<file path="config.mk">
export PLATFORM = sky130hd
export DESIGN_NAME = instr_encoder
export DESIGN_NICKNAME = d
export VERILOG_FILES = /design/src/rtl/instr_pkg.sv /design/src/rtl/instr_encoder_word_pack.sv /design/src/rtl/instr_encoder.sv
export SDC_FILE = /design/constraint.sdc
export NUM_CORES = 1
export LEC_CHECK = 0
export CAP_MARGIN = 15
export CORE_UTILIZATION = 30
export DETAILED_ROUTE_END_ITERATION = 12
export GPL_TIMING_DRIVEN = 0
export MAX_ROUTING_LAYER = met4
export SETUP_SLACK_MARGIN = 0.5
export SYNTH_ARGS = -nofsm -noshare
export SYNTH_HDL_FRONTEND = slang
export SYNTH_HIERARCHICAL = 1
export SYNTH_SLANG_ARGS = --single-unit
</file>
<file path="constraint.sdc">
create_clock -name clk -period 4.9 [get_ports clk]
set_input_delay 0.98 -clock clk [delete_from_list [all_inputs] [get_ports clk]]
set_output_delay 0.98 -clock clk [all_outputs]
set_load 0.03 [all_outputs]
</file>
<file path="src/rtl/instr_pkg.sv">
`default_nettype none
// ============================================================================
// Module      : instr_pkg
// Description : Instruction-set definitions shared by the encoder, the
//               control unit and the decode stage.
//               Contents:
//               - mnemonic enumeration (mnem_e)
//               - 6-bit opcode constants
//               - instruction-word field positions
//               - encoder state type
//               - branch classification helper
// Revision    : 1.0 - initial release
// ============================================================================
package instr_pkg;

  // Mnemonic index as presented by the program-loader front end.
  typedef enum logic [4:0] {
    M_NOP  = 5'd0,
    M_ADD  = 5'd1,
    M_SUB  = 5'd2,
    M_AND  = 5'd3,
    M_OR   = 5'd4,
    M_NOR  = 5'd5,
    M_XOR  = 5'd6,
    M_SLA  = 5'd7,
    M_SLL  = 5'd8,
    M_SRA  = 5'd9,
    M_SRL  = 5'd10,
    M_ADDI = 5'd11,
    M_SUBI = 5'd12,
    M_LD   = 5'd13,
    M_ST   = 5'd14,
    M_BEZ  = 5'd15,
    M_BNE  = 5'd16,
    M_JMP  = 5'd17,
    M_SWP  = 5'd18
  } mnem_e;

  // 6-bit opcodes placed in word bits [31:26].
  localparam logic [5:0] c_OPC_NOP  = 6'b000000;
  localparam logic [5:0] c_OPC_ADD  = 6'b000001;
  localparam logic [5:0] c_OPC_SUB  = 6'b000011;
  localparam logic [5:0] c_OPC_AND  = 6'b000101;
  localparam logic [5:0] c_OPC_OR   = 6'b000110;
  localparam logic [5:0] c_OPC_NOR  = 6'b000111;
  localparam logic [5:0] c_OPC_XOR  = 6'b001000;
  localparam logic [5:0] c_OPC_SLA  = 6'b001001;
  localparam logic [5:0] c_OPC_SLL  = 6'b001010;
  localparam logic [5:0] c_OPC_SRA  = 6'b001011;
  localparam logic [5:0] c_OPC_SRL  = 6'b001100;
  localparam logic [5:0] c_OPC_ADDI = 6'b100000;
  localparam logic [5:0] c_OPC_SUBI = 6'b100001;
  localparam logic [5:0] c_OPC_LD   = 6'b100100;
  localparam logic [5:0] c_OPC_ST   = 6'b100101;
  localparam logic [5:0] c_OPC_BEZ  = 6'b101000;
  localparam logic [5:0] c_OPC_BNE  = 6'b101001;
  localparam logic [5:0] c_OPC_JMP  = 6'b101010;
  localparam logic [5:0] c_OPC_SWP  = 6'b111111;

  // Least-significant bit of each instruction-word field.
  localparam int c_OPC_LSB = 26;  // [31:26]
  localparam int c_A_LSB   = 21;  // [25:21]
  localparam int c_B_LSB   = 16;  // [20:16]
  localparam int c_C_LSB   = 11;  // [15:11]
  localparam int c_IMM_LSB = 0;   // [15:0]

  // Encoder sequencing states.
  typedef enum logic [1:0] {
    S_IDLE  = 2'd0,
    S_WRITE = 2'd1,
    S_PAD   = 2'd2,
    S_FULL  = 2'd3
  } enc_state_e;

  // Control-transfer instructions that need a branch-shadow pad.
  function automatic logic is_branch(input logic [4:0] op);
    return (op == M_BEZ) || (op == M_BNE) || (op == M_JMP);
  endfunction

endpackage
`default_nettype wire

</file>
<file path="src/rtl/instr_encoder_word_pack.sv">
`default_nettype none
// ============================================================================
// Module      : instr_word_pack
// Description : Combinational mapping of a mnemonic record to a 32-bit
//               instruction word.
//               Ports:
//                 i_op[4:0]    mnemonic index
//                 i_dest[4:0]  destination register
//                 i_src1[4:0]  source register 1
//                 i_src2[4:0]  source register 2 / store value
//                 i_imm[15:0]  immediate / branch offset
//                 o_word[31:0] encoded word (0 for NOP and illegal ops)
//                 o_illegal    op index outside the mnemonic table
// Revision    : 1.0 - initial release
// ============================================================================
module instr_word_pack
  import instr_pkg::*;
(
  input  logic [4:0]  i_op,
  input  logic [4:0]  i_dest,
  input  logic [4:0]  i_src1,
  input  logic [4:0]  i_src2,
  input  logic [15:0] i_imm,
  output logic [31:0] o_word,
  output logic        o_illegal
);

  // Operand layout selectors.
  localparam logic [2:0] c_FMT_ZERO = 3'd0;  // all operand bits zero
  localparam logic [2:0] c_FMT_R    = 3'd1;  // dest, src1, src2
  localparam logic [2:0] c_FMT_I    = 3'd2;  // dest, src1, imm
  localparam logic [2:0] c_FMT_ST   = 3'd3;  // src2, src1, imm
  localparam logic [2:0] c_FMT_BEZ  = 3'd4;  // 0, src1, imm
  localparam logic [2:0] c_FMT_BNE  = 3'd5;  // src2, src1, imm
  localparam logic [2:0] c_FMT_JMP  = 3'd6;  // 0, 0, imm
  localparam logic [2:0] c_FMT_SWP  = 3'd7;  // dest, src1, 0

  logic [5:0]  w_opc;
  logic [2:0]  w_fmt;
  logic [4:0]  w_a;
  logic [4:0]  w_b;
  logic [15:0] w_lo;

  always_comb begin
    w_opc     = c_OPC_NOP;
    w_fmt     = c_FMT_ZERO;
    o_illegal = 1'b0;
    case (i_op)
      M_NOP:  begin w_opc = c_OPC_NOP;  w_fmt = c_FMT_ZERO; end
      M_ADD:  begin w_opc = c_OPC_ADD;  w_fmt = c_FMT_R;    end
      M_SUB:  begin w_opc = c_OPC_SUB;  w_fmt = c_FMT_R;    end
      M_AND:  begin w_opc = c_OPC_AND;  w_fmt = c_FMT_R;    end
      M_OR:   begin w_opc = c_OPC_OR;   w_fmt = c_FMT_R;    end
      M_NOR:  begin w_opc = c_OPC_NOR;  w_fmt = c_FMT_R;    end
      M_XOR:  begin w_opc = c_OPC_XOR;  w_fmt = c_FMT_R;    end
      M_SLA:  begin w_opc = c_OPC_SLA;  w_fmt = c_FMT_R;    end
      M_SLL:  begin w_opc = c_OPC_SLL;  w_fmt = c_FMT_R;    end
      M_SRA:  begin w_opc = c_OPC_SRA;  w_fmt = c_FMT_R;    end
      M_SRL:  begin w_opc = c_OPC_SRL;  w_fmt = c_FMT_R;    end
      M_ADDI: begin w_opc = c_OPC_ADDI; w_fmt = c_FMT_I;    end
      M_SUBI: begin w_opc = c_OPC_SUBI; w_fmt = c_FMT_I;    end
      M_LD:   begin w_opc = c_OPC_LD;   w_fmt = c_FMT_I;    end
      M_ST:   begin w_opc = c_OPC_ST;   w_fmt = c_FMT_ST;   end
      M_BEZ:  begin w_opc = c_OPC_BEZ;  w_fmt = c_FMT_BEZ;  end
      M_BNE:  begin w_opc = c_OPC_BNE;  w_fmt = c_FMT_BNE;  end
      M_JMP:  begin w_opc = c_OPC_JMP;  w_fmt = c_FMT_JMP;  end
      M_SWP:  begin w_opc = c_OPC_SWP;  w_fmt = c_FMT_SWP;  end
      default: o_illegal = 1'b1;
    endcase
  end

  always_comb begin
    w_a  = '0;
    w_b  = '0;
    w_lo = '0;
    case (w_fmt)
      c_FMT_R:   begin w_a = i_dest; w_b = i_src1; w_lo = {i_src2, 11'd0}; end
      c_FMT_I:   begin w_a = i_dest; w_b = i_src1; w_lo = i_imm; end
      c_FMT_ST:  begin w_a = i_src2; w_b = i_src1; w_lo = i_imm; end
      c_FMT_BEZ: begin w_b = i_src1; w_lo = i_imm; end
      c_FMT_BNE: begin w_a = i_src2; w_b = i_src1; w_lo = i_imm; end
      c_FMT_JMP: begin w_lo = i_imm; end
      c_FMT_SWP: begin w_a = i_dest; w_b = i_src1; end
      default:   begin end
    endcase
  end

  // The C field occupies the top of the immediate slot, so w_lo carries both.
  assign o_word = (32'(w_opc) << c_OPC_LSB)
                | (32'(w_a)   << c_A_LSB)
                | (32'(w_b)   << c_B_LSB)
                | (32'(w_lo)  << c_IMM_LSB);

endmodule
`default_nettype wire

</file>
<file path="src/rtl/instr_encoder.sv">
`default_nettype none
// ============================================================================
// Module      : instr_encoder
// Description : Accepts mnemonic records, encodes them and writes the words
//               sequentially into instruction memory, optionally following
//               each branch/jump with NOP_PAD zero words.
//               Ports:
//                 clk, rst            clock / synchronous active-high reset
//                 in_valid, in_ready  record handshake
//                 in_op/dest/src1/src2/imm  record fields
//                 mem_w_en, mem_addr, mem_wdata  memory write port
//                 word_count          words written since reset
//                 full                DEPTH words written (sticky)
//                 err_illegal         one-cycle pulse for a rejected op
// Revision    : 1.0 - initial release
// ============================================================================
module instr_encoder
  import instr_pkg::*;
#(
  parameter int                ADDR_W    = 32,
  parameter logic [ADDR_W-1:0] BASE_ADDR = '0,
  parameter int                DEPTH     = 256,
  parameter int                NOP_PAD   = 1,
  localparam int               CW        = $clog2(DEPTH + 1)
) (
  input  logic              clk,
  input  logic              rst,
  input  logic              in_valid,
  output logic              in_ready,
  input  logic [4:0]        in_op,
  input  logic [4:0]        in_dest,
  input  logic [4:0]        in_src1,
  input  logic [4:0]        in_src2,
  input  logic [15:0]       in_imm,
  output logic              mem_w_en,
  output logic [ADDR_W-1:0] mem_addr,
  output logic [31:0]       mem_wdata,
  output logic [CW-1:0]     word_count,
  output logic              full,
  output logic              err_illegal
);

  localparam logic [CW-1:0]     c_DEPTH_CNT = CW'(DEPTH);
  localparam logic [2:0]        c_PAD_N     = 3'(NOP_PAD);
  localparam logic [ADDR_W-1:0] c_ADDR_STEP = ADDR_W'(4);

  enc_state_e        r_state;
  logic              r_w_en;
  logic [31:0]       r_wdata;
  logic [ADDR_W-1:0] r_addr;
  logic [CW-1:0]     r_count;
  logic              r_err;
  logic              r_branch;
  logic [2:0]        r_pad_cnt;

  logic [31:0]       w_word;
  logic              w_illegal;
  logic [CW-1:0]     w_count_nxt;

  instr_word_pack u_pack (
    .i_op      (in_op),
    .i_dest    (in_dest),
    .i_src1    (in_src1),
    .i_src2    (in_src2),
    .i_imm     (in_imm),
    .o_word    (w_word),
    .o_illegal (w_illegal)
  );

  // Count after the word currently on the write port lands.
  assign w_count_nxt = r_count + 1'b1;

  always_ff @(posedge clk) begin
    if (rst) begin
      r_state   <= S_IDLE;
      r_w_en    <= 1'b0;
      r_wdata   <= '0;
      r_addr    <= BASE_ADDR;
      r_count   <= '0;
      r_err     <= 1'b0;
      r_branch  <= 1'b0;
      r_pad_cnt <= '0;
    end else begin
      r_err <= 1'b0;

      // Address and count follow every completed write, word or pad alike.
      if (r_w_en) begin
        r_addr  <= r_addr + c_ADDR_STEP;
        r_count <= w_count_nxt;
      end

      case (r_state)
        S_IDLE: begin
          if (in_valid) begin
            if (w_illegal) begin
              r_err <= 1'b1;
            end else begin
              r_state  <= S_WRITE;
              r_w_en   <= 1'b1;
              r_wdata  <= w_word;
              r_branch <= is_branch(in_op);
            end
          end
        end

        S_WRITE: begin
          // Padding is skipped when the branch word itself fills memory.
          if (r_branch && (c_PAD_N != 3'd0) && (w_count_nxt != c_DEPTH_CNT)) begin
            r_state   <= S_PAD;
            r_wdata   <= '0;
            r_pad_cnt <= 3'd1;
          end else if (w_count_nxt == c_DEPTH_CNT) begin
            r_state <= S_FULL;
            r_w_en  <= 1'b0;
          end else begin
            r_state <= S_IDLE;
            r_w_en  <= 1'b0;
          end
        end

        S_PAD: begin
          if (w_count_nxt == c_DEPTH_CNT) begin
            r_state <= S_FULL;
            r_w_en  <= 1'b0;
          end else if (r_pad_cnt == c_PAD_N) begin
            r_state <= S_IDLE;
            r_w_en  <= 1'b0;
          end else begin
            r_pad_cnt <= r_pad_cnt + 3'd1;
          end
        end

        S_FULL: begin
          r_w_en <= 1'b0;
        end

        default: begin
          r_state <= S_IDLE;
          r_w_en  <= 1'b0;
        end
      endcase
    end
  end

  // Gating with rst kills a strobe already on the port when reset arrives
  // mid-write, and holds in_ready low for the whole reset period.
  assign in_ready    = (r_state == S_IDLE) && !rst;
  assign mem_w_en    = r_w_en && !rst;
  assign mem_addr    = r_addr;
  assign mem_wdata   = r_wdata;
  assign word_count  = r_count;
  assign full        = (r_state == S_FULL);
  assign err_illegal = r_err;

endmodule
`default_nettype wire

</file>
## Word-level counts from Yosys, hierarchy flattened

Cells that the tools add are included.

| storage, ports and cells | value |
|---|---|
| bits in registers | 81 |
| input bits | 39 |

| cells by class | value |
|---|---|
| $add $sub $neg | 3 |
| eq/ne operators | 38 |
| multiplexer cells | 27 |
| bitwise gates (word level) | 5 |
| reductions and logical operators | 24 |

Operators by type and width:

| cell | number |
|---|---|
| 6-bit case mux with 18 select lines | 1 |
| 32-bit two-way mux | 3 |
| 32-bit case mux with 2 select lines | 1 |
| 5-bit by 4-bit == test with 1-bit output, second input constant | 8 |
| 32-bit by 3-bit adder with 32-bit output, second input constant | 1 |
| 32-bit by 16-bit bitwise OR with 32-bit output | 1 |
| 32-bit by 21-bit bitwise OR with 32-bit output | 1 |
| 32-bit by 26-bit bitwise OR with 32-bit output | 1 |
| 16-bit case mux with 2 select lines | 1 |
| 3-bit case mux with 7 select lines | 1 |
| 5-bit by 3-bit == test with 1-bit output, second input constant | 4 |
| 19-bit OR reduction | 1 |
| 4-bit AND reduction | 4 |
| 5-bit == test, second input constant | 3 |
| 3-bit == test, second input constant | 4 |
| 2-bit two-way mux | 6 |
| 2-bit != test, second input constant | 6 |
| 5-bit by 2-bit == test with 1-bit output, second input constant | 2 |
| 5-bit case mux with 2 select lines | 1 |
| 10-bit OR reduction | 1 |
| 9-bit by 1-bit adder with 9-bit output, second input constant | 1 |
| 9-bit == test, second input constant | 1 |
| 3-bit two-way mux | 3 |
| 9-bit != test, second input constant | 1 |
| other kinds (25) | 40 |

## Logic depth before layout (Yosys ltp)

Gate-level depths: netlist of run 1.

| logic depth | value |
|---|---|
| depth after elaboration | 12 |
| gate-level depth with buffers | 9 |
| depth with buffers taken out | 6 |

## Modules after synthesis

The synthesis of run 1 kept the hierarchy.

Modules (own cells, without submodules):

| module | times used | cells each | area each (um^2) | sequential area each (um^2) |
|---|---|---|---|---|
| instr_encoder | 1 | 360 | 3429.5 | 1581.5 |
| instr_word_pack | 1 | 78 | 548.0 | 0.0 |

## Least setup slack after synthesis of run 1

No wires, ideal clock.

| timing path | value |
|---|---|
| path kind | input to register |
| from | in in_op[3] |
| to | reg r_wdata[0] (netlist: mem_wdata[0]) |
| setup time | 0.060 ns |
| arrival | 2.639 ns |
| required time | 4.840 ns |
| setup slack | 2.201 ns |
| stages on the path | 9 |
| buffers on the path | 3 |
| cell sequence | buf_6 clkbuf_1 nor2_1 a21boi_0 nand3b_1 o21ai_0 a41oi_4 buf_6 a22o_1 |

| on the way | value |
|---|---|
| cells in the longest elaborated chain, start to end | 10 |
| elaborated cells between the ends (all ways) | 37 |
| those cells by class | eq/ne: 25; mux: 5; bitwise: 1; reduce/logical: 6 |

RTL lines:

| element | RTL line | source |
|---|---|---|
| start, declared | instr_encoder.sv:30 | `input logic [4:0] in_op,` |
| 5-bit by 1-bit == test with 1-bit output, or another cell as far along | instr_encoder_word_pack.sv:48 | `case (i_op)` |
| 10-bit OR reduction (no source line) or 3-bit OR reduction (tied branches) | n/a |  |
| 3-bit case mux with 7 select lines | instr_encoder_word_pack.sv:48 |  |
| 3-bit by 2-bit == test with 1-bit output or 3-bit == test (tied branches) | instr_encoder_word_pack.sv:76 | `case (w_fmt)` |
| 5-bit OR reduction (no source line) | n/a |  |
| 16-bit case mux with 2 select lines | instr_encoder_word_pack.sv:76 |  |
| 32-bit by 16-bit bitwise OR with 32-bit output | instr_encoder_word_pack.sv:92 | `\| (32'(w_lo) << c_IMM_LSB);` |
| 32-bit two-way mux | instr_encoder.sv:95 | `if (w_illegal) begin` |
| 32-bit two-way mux | instr_encoder.sv:94 | `if (in_valid) begin` |
| 32-bit case mux with 2 select lines | instr_encoder.sv:92 | `case (r_state)` |
| end signal, assigned | instr_encoder.sv:100 | `r_wdata <= w_word;` |
| end, declared | instr_encoder.sv:49 | `logic [31:0] r_wdata;` |

Several ways; a longest one is shown, not always the timed one. The select of a mux whose other input is x is not followed.
A chain may end at the register's enable or synchronous reset.

## Worst setup path in the final report of run 1

| timing path | value |
|---|---|
| from | in rst |
| to | out in_ready |

| on the way | value |
|---|---|
| cells in the longest elaborated chain, start to end | 2 |

RTL lines:

| element | RTL line | source |
|---|---|---|
| start, declared | instr_encoder.sv:27 | `input logic rst,` |
| 1-bit logical NOT | instr_encoder.sv:147 | `assign in_ready = (r_state == S_IDLE) && !rst;` |
| 1-bit logical AND | instr_encoder.sv:147 |  |
| end, declared | instr_encoder.sv:29 | `output logic in_ready,` |

Every way passes these cells.

==> summary.txt, run 1 <==
STA
--------------------------------------------------------------------------------------------------------
Transition time at the pin with the least slew margin .....................................     0.775 ns
Worst clock skew ..........................................................................   0.00919 ns
Final Hold Fails ..........................................................................            0
Final Max Tran Viols ......................................................................            0
RSZ-0062 raised after global routing ......................................................           no
Final period utilization ..................................................................        74.1%
Crit path setup slack, layout .............................................................      1.27 ns
Max-slew headroom .........................................................................        48.0%
Maximum frequency from static timing analysis .............................................      275 MHz
Total negative slack ......................................................................         0 ns
Setup violation total in the final timing report ..........................................            0
Final critical path time including I/O delays and setup ...................................      3.63 ns

LOGIC SYNTHESIS
--------------------------------------------------------------------------------------------------------
Register area share after synthesis .......................................................        39.8%
Number of distinct library cell variants in the gate-level netlist after synthesis ........           61
Post-synth EDFFs ..........................................................................            0
Post-synthesis sequential element count ...................................................           79
Average cell area after synthesis .........................................................     9.08 µm²
Synth async-reset ratio ...................................................................           0%
Number of instances in the synthesized netlist ............................................          438
Netlist area before placement .............................................................  0.00398 mm²
Most frequently used flop master after synthesis .......................................... sky130_fd_sc_hd__dfxtp_1
Synth warn ................................................................................            6

PWR
--------------------------------------------------------------------------------------------------------
Clock network fraction of design power ....................................................        37.3%
Sequential share of power .................................................................        38.4%
Combinational group share of total power ..................................................        24.3%
Max rail drop VDD .........................................................................       141 µV
Net switching power of the design .........................................................       569 µW
Sw frac ...................................................................................        30.3%
Lkg Pwr ...................................................................................      1.97 nW
Cell Pwr Density ..........................................................................   333 mW/mm²
Total internal power ......................................................................      1.31 mW

PLACEMENT
--------------------------------------------------------------------------------------------------------
Pre-CTS WS ................................................................................      1.19 ns
Port Buffer Count .........................................................................          113
Final weighted congestion in routability-driven placement .................................        0.812
Detailed Place HPWL .......................................................................      7720 µm
Cell area reported after detailed placement ...............................................  0.00533 mm²

FLOORPLAN
--------------------------------------------------------------------------------------------------------
Y dimension of the die ....................................................................       117 µm
I/O pin total .............................................................................          116
Floorplan Core Area .......................................................................   0.0128 mm²
Starting density of the core ..............................................................        31.1%
Std cell rows .............................................................................           41
Die Outline Area ..........................................................................   0.0137 mm²
Width of the chip .........................................................................       117 µm

LAYOUT
--------------------------------------------------------------------------------------------------------
Commonest non-fill, non-tap cell in the layout ............................................ sky130_fd_sc_hd__clkdlybuf4s50_1
Layout cells sized above 1 ................................................................        8.10%
Final non-filler cell area ................................................................  0.00564 mm²
Layout overhead on the synthesized area ...................................................        41.7%
Antenna cells .............................................................................            0
Final nets ................................................................................          611
Most frequent cells in the layout ......................................................... 113 x sky130_fd_sc_hd__clkdlybuf4s50_1, 79 x sky130_fd_sc_hd__dfxtp_1, 42 x sky130_fd_sc_hd__a22o_1
Number of inserted filler cells in the final layout .......................................         1228

DETAILED ROUTING
--------------------------------------------------------------------------------------------------------
WL/cell ...................................................................................      14.2 µm
Detailed-route wire length ................................................................     10500 µm
Residual antenna-violating net count after detailed routing ...............................            0
Remaining routing DRC violations ..........................................................            0
Routed vias ...............................................................................         3774
Average via count per standard cell .......................................................         5.10
Iteration-0 DRC count of the detailed router ..............................................          188
Initial DRT Pass Iterations ...............................................................            4

GLOBAL ROUTING
--------------------------------------------------------------------------------------------------------
Pin count of the biggest net entering global routing ......................................           14
Total routing resource utilization after global routing ...................................        16.2%
Grt total ovfl ............................................................................            0
Via count of the first global-routing pass ................................................         3445
Initial antenna violation count ...........................................................            0
Global-route wire length before repair ....................................................     16700 µm

WORST HOLD PATH
--------------------------------------------------------------------------------------------------------
Class of the tightest hold or removal check ...............................................   reg -> reg

CLOCKING
--------------------------------------------------------------------------------------------------------
Cts bufs inserted .........................................................................            9
Clock latency reported for the late side of the worst-skew pair ...........................      0.34 ns
Post-CTS clock slew at the launch and capture registers of the worst setup and hold paths .      0.06 ns
Clock tree from TritonCTS .................................................................          yes
Post-CTS setup buffer count ...............................................................            0
CTS Buffer Depth ..........................................................................            2
Number of hold buffers added after CTS ....................................................            0
Number of H-tree levels ...................................................................            3
Clock sink count ..........................................................................           79
Root Buffer Master ........................................................................ sky130_fd_sc_hd__clkbuf_16
Total of cells resized after clock tree synthesis .........................................            0

WORST SETUP PATH
--------------------------------------------------------------------------------------------------------
Data arrival at the endpoint of the critical path .........................................      2.65 ns
Critical setup path kind ..................................................................    in -> out
Crit. End Element .........................................................................   output pin
Critical path startpoint category .........................................................   input port
Critical Path Fanout Max ..................................................................           10
Required time of the critical path ........................................................      3.92 ns

OUTCOME
--------------------------------------------------------------------------------------------------------
Run status ................................................................................ finished clean

FLOW RUN
--------------------------------------------------------------------------------------------------------
Max-cap violations ........................................................................            0

per-stage QoR:
stage | total power, mW | cells | util, % | hold slack, ns
after CTS | 1.90 | 740 | 44.1 | 0.483
final | 1.88 | 740 | 44.1 | 0.476
after detailed placement | 1.19 | 724 | 41.7 | 0.465
after floorplan | 1.03 | 439 | - | 0.476
after global routing | 1.97 | 740 | 44.1 | 0.501
after global placement | 1.18 | 724 | 41.7 | 0.462
layer usage:
layer	wire length [µm]	global-route usage (%)	vias to the layer above
met3	550	4.94	8
met1	4990	19.9	1779
li1	-	-	1877
met2	4870	25.0	110
met4	115	5.57	0
met5	0	-	-
cell usage after synthesis (all sizes together), types with 3 or more instances:
cell type	n	share of area, %
a211oi	3	0.57
a21o	3	0.57
a21oi	31	4.0
a221oi	3	0.82
a22o	42	9.2
and2	17	2.7
and3	6	0.94
and4	3	0.66
buf	19	3.4
clkbuf	11	1.0
dfxtp	79	40
ha	9	2.8
inv	20	1.9
mux2i	6	1.5
nand2	13	1.2
nand2b	6	0.94
nand3	15	2.0
nand4	12	1.9
nor2	22	2.1
nor2b	5	0.79
nor3	9	1.1
o211ai	3	0.57
o21ai	18	2.4
o31ai	12	2.3
or2	3	0.47
or3	10	1.6
or4	14	2.7
xnor2	7	1.5
xor2	9	2.0
worst paths after layout:
| check | depth (start not counted) | slack [ns] | end | startpoint |
|---|---|---|---|---|
| hold / removal | 1 | 0.48 | mem_wdata[12] | mem_wdata[12] |
| setup reg to reg | 6 | 2.65 | mem_addr[26] | mem_addr[2] |
| setup / recovery | 4 | 1.27 | in_ready | rst |
| hold reg to reg | 1 | 0.48 | mem_wdata[12] | mem_wdata[12] |
power groups by stage:
stage	logic [mW]	registers [mW]	clock network, mW
after global placement	0.451	0.733	0
after detailed placement	0.455	0.734	0
final	0.456	0.720	0.699
after CTS	0.458	0.720	0.723
after floorplan	0.261	0.772	0
after global routing	0.498	0.726	0.746
worst max-delay path, cell delays in order:
cell                              delay, ns
sky130_fd_sc_hd__clkdlybuf4s50_1       0.55
sky130_fd_sc_hd__clkbuf_1              0.39
sky130_fd_sc_hd__nor2_1                0.11
sky130_fd_sc_hd__clkdlybuf4s50_1       0.61
state kept, by name, indices dropped and copies added (netlist names):
name         cells
r_state          2
mem_wdata       32
r_pad_cnt        3
word_count       9
err_illegal      1
mem_addr        30
r_w_en           1
r_branch         1
logic make-up after synthesis:
logic type,synth area share [%]
simple gates,22.0
compound gates,23.6
flops,39.8
buf+inv,6.35
xor+xnor,3.52
fa+ha+maj,2.83
mux,1.79
other cells,0.0943
layout make-up:
type | count | area (µm²) | share of cell area, %
buffer | 30 | 178 | 3.15
clock buffer | 12 | 256 | 4.55
clock inverter | 4 | 52.6 | 0.932
inverter | 20 | 75.1 | 1.33
multi-input combinational | 310 | 2150 | 38.1
sequential | 79 | 1580 | 28.1
tap | 172 | 215 | 3.82
timing repair buffer | 113 | 1130 | 20.1
No activity file was read; power rests on OpenSTA's default activity.
==> inputs of run 2 (changes only) <==
Clock period 4.9 ns to 3.38 ns, I/O delays scaled along.
==> run 2 against run 1 <==
Critical path depth increased by 6. Combinational power increased by 45%. Sequential cell count unchanged. Sequential share of layout area decreased by 0.093 points. Routed wire length increased by 0.40%. Final area increased by 0.33%. Register-to-register slack got worse by 1.5 ns. Clock-buffer cell count unchanged. Sequential power increased by 44%. Power increased by 45%. Critical endpoint is now mem_wdata[30].
==> summary.txt, run 2 (synthesis gave the netlist of run 1 again) <==
PWR
--------------------------------------------------------------------------------------------------------
Combinational group share of total power ..................................................        24.3%
Sequential share of power .................................................................        38.4%
Net switching power of the design .........................................................       829 µW
Clock network fraction of design power ....................................................        37.3%
Total internal power ......................................................................      1.89 mW
Lkg Pwr ...................................................................................      2.00 nW
Max rail drop VDD .........................................................................       206 µV
Cell Pwr Density ..........................................................................   481 mW/mm²
Sw frac ...................................................................................        30.5%

WORST SETUP PATH
--------------------------------------------------------------------------------------------------------
Most used cell along the critical path .................................................... sky130_fd_sc_hd__clkbuf_4
Worst path top cell family by delay ....................................................... buffers and inverters
Data arrival at the endpoint of the critical path .........................................      3.00 ns
Critical path startpoint category .........................................................   input port
Combined buffer and inverter count along the critical path ................................            4
Critical Path Fanout Max ..................................................................           10
Required time of the critical path ........................................................      3.67 ns
Critical setup path kind ..................................................................    in -> reg
Cell-by-cell trace of the critical path ................................................... clkdlybuf4s50_1 -> clkbuf_4 -> clkbuf_4 -> nor2_1 -> a21boi_2 -> nand3b_1 -> o21ai_0 -> a41oi_4 -> buf_6 -> a22o_1
Launch point of the worst reg-to-reg path .................................................  mem_addr[2]
Start point of the critical path ..........................................................     in_op[2]
Slowest library cell on the worst path .................................................... sky130_fd_sc_hd__clkdlybuf4s50_1
Max incr delay on CP ......................................................................      0.50 ns
Crit. End Element .........................................................................     register

STA
--------------------------------------------------------------------------------------------------------
Final critical path time including I/O delays and setup ...................................      2.71 ns
Worst clock skew ..........................................................................   0.00977 ns
Final Max Tran Viols ......................................................................            0
Setup violation total in the final timing report ..........................................            0
Transition time at the pin with the least slew margin .....................................     0.790 ns
Crit path setup slack, layout .............................................................     0.666 ns
Final Hold Fails ..........................................................................            0
Final period utilization ..................................................................        80.3%
Max-slew headroom .........................................................................        47.0%
RSZ-0062 raised after global routing ......................................................           no
Maximum frequency from static timing analysis .............................................      369 MHz

OUTCOME
--------------------------------------------------------------------------------------------------------
Run status ................................................................................ finished clean

CLOCKING
--------------------------------------------------------------------------------------------------------
Number of H-tree levels ...................................................................            3
Post-CTS clock slew at the launch and capture registers of the worst setup and hold paths .      0.06 ns
Clock tree from TritonCTS .................................................................          yes
Cts bufs inserted .........................................................................            9
CTS Buffer Depth ..........................................................................            2
Post-CTS setup buffer count ...............................................................            0
Number of hold buffers added after CTS ....................................................            0
Root Buffer Master ........................................................................ sky130_fd_sc_hd__clkbuf_16
Clock latency reported for the late side of the worst-skew pair ...........................      0.34 ns
Clock sink count ..........................................................................           79

LAYOUT
--------------------------------------------------------------------------------------------------------
Layout cells sized above 1 ................................................................        9.51%
Combined area of the multi-input logic cells ..............................................  0.00216 mm²
Commonest non-fill, non-tap cell in the layout ............................................ sky130_fd_sc_hd__clkdlybuf4s50_1
Most frequent cells in the layout ......................................................... 111 x sky130_fd_sc_hd__clkdlybuf4s50_1, 79 x sky130_fd_sc_hd__dfxtp_1, 42 x sky130_fd_sc_hd__a22o_1
Flip-flop count of the largest register, all copies and words added .......................           32
Antenna cells .............................................................................            0
Final nets ................................................................................          611
Layout overhead on the synthesized area ...................................................        42.2%
Number of inserted filler cells in the final layout .......................................         1226
Core occupancy in the finished layout .....................................................        44.3%
Footprint of the flip-flops and latches ...................................................  0.00158 mm²

FLOW RUN
--------------------------------------------------------------------------------------------------------
Max-cap violations ........................................................................            0

DETAILED ROUTING
--------------------------------------------------------------------------------------------------------
WL/cell ...................................................................................      14.3 µm
Initial DRT Pass Iterations ...............................................................            4
Remaining routing DRC violations ..........................................................            0
Iteration-0 DRC count of the detailed router ..............................................          183
Average via count per standard cell .......................................................         5.06
Residual antenna-violating net count after detailed routing ...............................            0
Routed vias ...............................................................................         3747
Detailed-route wire length ................................................................     10600 µm

GLOBAL ROUTING
--------------------------------------------------------------------------------------------------------
Pin count of the biggest net entering global routing ......................................           14
Global-route wire length before repair ....................................................     16800 µm
Via count of the first global-routing pass ................................................         3445
Initial antenna violation count ...........................................................            0
Grt total ovfl ............................................................................            0
Total routing resource utilization after global routing ...................................        16.2%

FLOORPLAN
--------------------------------------------------------------------------------------------------------
I/O pin total .............................................................................          116
Width of the chip .........................................................................       117 µm
Y dimension of the die ....................................................................       117 µm
Starting density of the core ..............................................................        31.1%
Die Outline Area ..........................................................................   0.0137 mm²
Floorplan Core Area .......................................................................   0.0128 mm²
Std cell rows .............................................................................           41

PLACEMENT
--------------------------------------------------------------------------------------------------------
Final weighted congestion in routability-driven placement .................................        0.812
Pre-CTS WS ................................................................................   -0.0294 ns
Detailed Place HPWL .......................................................................      7720 µm
Port Buffer Count .........................................................................          113

WORST HOLD PATH
--------------------------------------------------------------------------------------------------------
Worst Hold Launch ......................................................................... mem_wdata[12]
Class of the tightest hold or removal check ...............................................   reg -> reg

==> run 2: final cells by class <==
cell class	count	area share, %
Multi-Input combinational cell	310	38.1
Clock buffer	12	4.54
Inverter	20	1.33
Clock inverter	4	0.929
Tap cell	172	3.81
Sequential cell	79	28.0
Buffer	30	3.36
Timing Repair Buffer	113	20.0
==> run 2: worst paths after layout <==
check,slack [ns],depth (start not counted),end
worst min-delay path,0.48,1,mem_wdata[12]
worst max register to register,1.13,6,mem_addr[26]
worst max-delay path,0.67,10,mem_wdata[30]
worst min register to register,0.48,1,mem_wdata[12]
==> run 2: routing by layer <==
metal,vias up,routed length (µm),global-route usage (%)
li1,1875,-,-
met1,1760,5090,19.9
met4,0,113,5.57
met2,104,4830,25.0
met3,8,537,4.94
met5,-,0,-
==> run 2: through the flow <==
stage | instances | TNS, ns | cell area (µm²) | hold WS (ns) | power [mW]
global route | 740 | 0 | 5660 | 0.501 | 2.86
detailed placement | 724 | -0.602 | 5330 | 0.465 | 1.72
finish | 740 | 0 | 5660 | 0.477 | 2.72
global placement | 724 | 0 | 5330 | 0.462 | 1.72
floorplan | 439 | 0 | 3980 | 0.476 | 1.50
CTS | 740 | 0 | 5640 | 0.483 | 2.75
==> run 2: repair_timing <==
action / 4_1_cts / 5_1_grt
pin swaps: 0 / 1
endpoints found under the setup margin: 34 / 30
gates resized for setup: 7 / 10
==> run 2: worst reg2reg max path, delay by kind of cell, from the launching register on <==
family                     cells  cell delay (ns)
AOI/OAI and AO/OA              2             0.43
adders and majority gates      1             0.19
buffers and inverters          1             0.39
DFF                            1             0.41
and+or+nand+nor                2             0.71
==> run 2: power groups by stage <==
stage               sequential, mW  clock, mW  combinational, mW
detailed placement            1.06          0              0.660
floorplan                     1.12          0              0.379
global route                  1.05       1.08              0.723
finish                        1.04       1.02              0.662
CTS                           1.04       1.05              0.662
global placement              1.06          0              0.654
==> inputs of run 3 (changes only) <==
Clock period 3.38 ns to 2.65 ns, I/O delays scaled along.
==> run 3 against run 2 <==
Routed wire length grew 3.7%. Worst hold slack improved by 0.0035 ns. Sequential share of layout area shrank 0.83 points. Register-to-register slack worse by 0.53 ns. Clock power rose by 43%. Utilization grew 1.6 points. Clock-buffer cell count decreased by 1. Final area up 3.6%. Via count up 1.5%. First-iteration DRC count grew 50%. Global-route usage up 0.75 points. Critical path type is now reg -> out. Critical endpoint is now in_ready.
==> summary.txt, run 3 (synthesis gave the netlist of run 1 again) <==
WORST HOLD PATH
--------------------------------------------------------------------------------------------------------
Number of cells traversed by the worst hold path ..........................................            1
Class of the tightest hold or removal check ...............................................   reg -> reg
Hold EP ................................................................................... mem_wdata[11]
Worst Hold Launch ......................................................................... mem_wdata[11]

STA
--------------------------------------------------------------------------------------------------------
Final Max Tran Viols ......................................................................            0
Transition time at the pin with the least slew margin .....................................     0.783 ns
Setup violation total in the final timing report ..........................................            0
Total negative slack ......................................................................         0 ns
Final critical path time including I/O delays and setup ...................................      2.08 ns
Max-slew headroom .........................................................................        47.5%
Final Hold Fails ..........................................................................            0
Post-route worst hold slack ...............................................................     0.481 ns
Worst clock skew ..........................................................................   0.00669 ns
Crit path setup slack, layout .............................................................     0.572 ns
Maximum frequency from static timing analysis .............................................      481 MHz
RSZ-0062 raised after global routing ......................................................          yes
Final period utilization ..................................................................        78.4%

CLOCKING
--------------------------------------------------------------------------------------------------------
CTS Buffer Depth ..........................................................................            2
Clock tree from TritonCTS .................................................................          yes
Post-CTS clock slew at the launch and capture registers of the worst setup and hold paths .      0.06 ns
Clock latency reported for the late side of the worst-skew pair ...........................      0.34 ns
Cts bufs inserted .........................................................................            9
Root Buffer Master ........................................................................ sky130_fd_sc_hd__clkbuf_16
Clock sink count ..........................................................................           79
Number of hold buffers added after CTS ....................................................            0
Number of H-tree levels ...................................................................            3

DETAILED ROUTING
--------------------------------------------------------------------------------------------------------
Iteration-0 DRC count of the detailed router ..............................................          275
Residual antenna-violating net count after detailed routing ...............................            0
Detailed-route wire length ................................................................     11000 µm
Routed vias ...............................................................................         3803
Average via count per standard cell .......................................................         5.06
WL/cell ...................................................................................      14.6 µm
Remaining routing DRC violations ..........................................................            0
Initial DRT Pass Iterations ...............................................................            4

GLOBAL ROUTING
--------------------------------------------------------------------------------------------------------
Pin count of the biggest net entering global routing ......................................           14
Grt total ovfl ............................................................................            0
Via count of the first global-routing pass ................................................         3620
Total routing resource utilization after global routing ...................................        16.9%
Initial antenna violation count ...........................................................            1
Global-route wire length before repair ....................................................     17600 µm

FLOORPLAN
--------------------------------------------------------------------------------------------------------
Die Outline Area ..........................................................................   0.0137 mm²
I/O pin total .............................................................................          116
Starting density of the core ..............................................................        31.1%
Std cell rows .............................................................................           41
Floorplan Core Area .......................................................................   0.0128 mm²
Y dimension of the die ....................................................................       117 µm
Width of the chip .........................................................................       117 µm

OUTCOME
--------------------------------------------------------------------------------------------------------
Run status ................................................................................ finished clean

LAYOUT
--------------------------------------------------------------------------------------------------------
Layout cells sized above 1 ................................................................        14.9%
Layout overhead on the synthesized area ...................................................        47.3%
Commonest non-fill, non-tap cell in the layout ............................................ sky130_fd_sc_hd__clkdlybuf4s50_1
Final nets ................................................................................          622
Most frequent cells in the layout ......................................................... 104 x sky130_fd_sc_hd__clkdlybuf4s50_1, 76 x sky130_fd_sc_hd__dfxtp_1, 42 x sky130_fd_sc_hd__a22o_1
Count of non-filler cells in the finished layout ..........................................          752
Number of inserted filler cells in the final layout .......................................         1244
Flip-flop count of the largest register, all copies and words added .......................           32

WORST SETUP PATH
--------------------------------------------------------------------------------------------------------
Reg-to-reg setup timing slack .............................................................      0.60 ns
Endpoint of the worst-slack reg-to-reg timing path ........................................ mem_wdata[10]
Critical Path Fanout Max ..................................................................            6
Critical setup path kind ..................................................................   reg -> out
Data arrival at the endpoint of the critical path .........................................      1.55 ns
Critical path startpoint category .........................................................     register
Crit. End Element .........................................................................   output pin
Required time of the critical path ........................................................      2.12 ns
Launch point of the worst reg-to-reg path ................................................. word_count[0]
Number of cells on the worst reg-to-reg path ..............................................            8

PLACEMENT
--------------------------------------------------------------------------------------------------------
Post-Place Cells ..........................................................................          724
Pre-CTS WS ................................................................................    -0.478 ns
Detailed Place HPWL .......................................................................      7880 µm
Final weighted congestion in routability-driven placement .................................        0.811
Port Buffer Count .........................................................................          113

FLOW RUN
--------------------------------------------------------------------------------------------------------
Max-cap violations ........................................................................            0

PWR
--------------------------------------------------------------------------------------------------------
Max rail drop VDD .........................................................................       288 µV
Cell Pwr Density ..........................................................................   636 mW/mm²
Lkg Pwr ...................................................................................      2.11 nW

-- run 3: changes by cell type in the layout (fill, tap and decap cells not counted), sizes merged, moves of 2 or more --
cell,previous run,this run
clkdlybuf4s50,111,104
bufinv,1,3
buf,18,31
clkbuf,24,26
-- run 3: report_power, final --
group | switching [mW] | internal (mW) | total (mW)
sequential | 0.0753 | 1.26 | 1.34
clock | 0.486 | 0.971 | 1.46
combinational | 0.513 | 0.418 | 0.931
-- run 3: through the flow --
step                power, mW  instance area, µm²  util [%]
global placement         2.19                5330      41.7
detailed placement       2.21                5330      41.7
finish                   3.73                5860      45.9
CTS                      3.75                5800      45.4
floorplan                1.91                3980         -
global route             3.93                5860      45.9
-- run 3: cell type report --
cell class | count | area [µm²] | area share [%]
Tap cell | 172 | 215 | 3.67
Clock inverter | 5 | 104 | 1.77
Antenna cell | 1 | 2.50 | 0.0427
Inverter | 20 | 75.1 | 1.28
Buffer | 30 | 221 | 3.78
Timing Repair Buffer | 124 | 1200 | 20.6
Multi-Input combinational cell | 310 | 2190 | 37.4
Clock buffer | 11 | 253 | 4.31
Sequential cell | 79 | 1590 | 27.1
-- run 3: routing by layer --
| metal | vias up | wire [µm] | GRT usage (%) |
|---|---|---|---|
| li1 | 1912 | - | - |
| met1 | 1784 | 5180 | 20.9 |
| met2 | 101 | 5110 | 26.5 |
| met3 | 6 | 620 | 5.05 |
| met4 | 0 | 56 | 5.06 |
| met5 | - | 0 | - |
-- run 3: critical path: stages (launching register included) --
cell	delay (ns)
sky130_fd_sc_hd__dfxtp_1	0.36
sky130_fd_sc_hd__inv_1	0.11
sky130_fd_sc_hd__ha_2	0.26
sky130_fd_sc_hd__inv_1	0.12
sky130_fd_sc_hd__nor2_2	0.16
sky130_fd_sc_hd__clkbuf_4	0.21
-- run 3: worst max path at each step --
stage                   from            end  cells past startpoint
6_report          r_state[0]       in_ready                      5
5_1_grt           r_state[1]       in_ready                      5
4_1_cts           r_state[0]       in_ready                      5
3_5_place_dp        in_op[3]  mem_wdata[26]                      9
3_3_place_gp        in_op[3]  mem_wdata[17]                      9
2_1_floorplan  word_count[1]   mem_wdata[0]                      7
-- run 3: repair_timing --
action	CTS	global route
cloned	2	0
pin swaps	3	2
gates resized for setup	42	28
buffers inserted	4	5
setup endpoints to repair	43	39
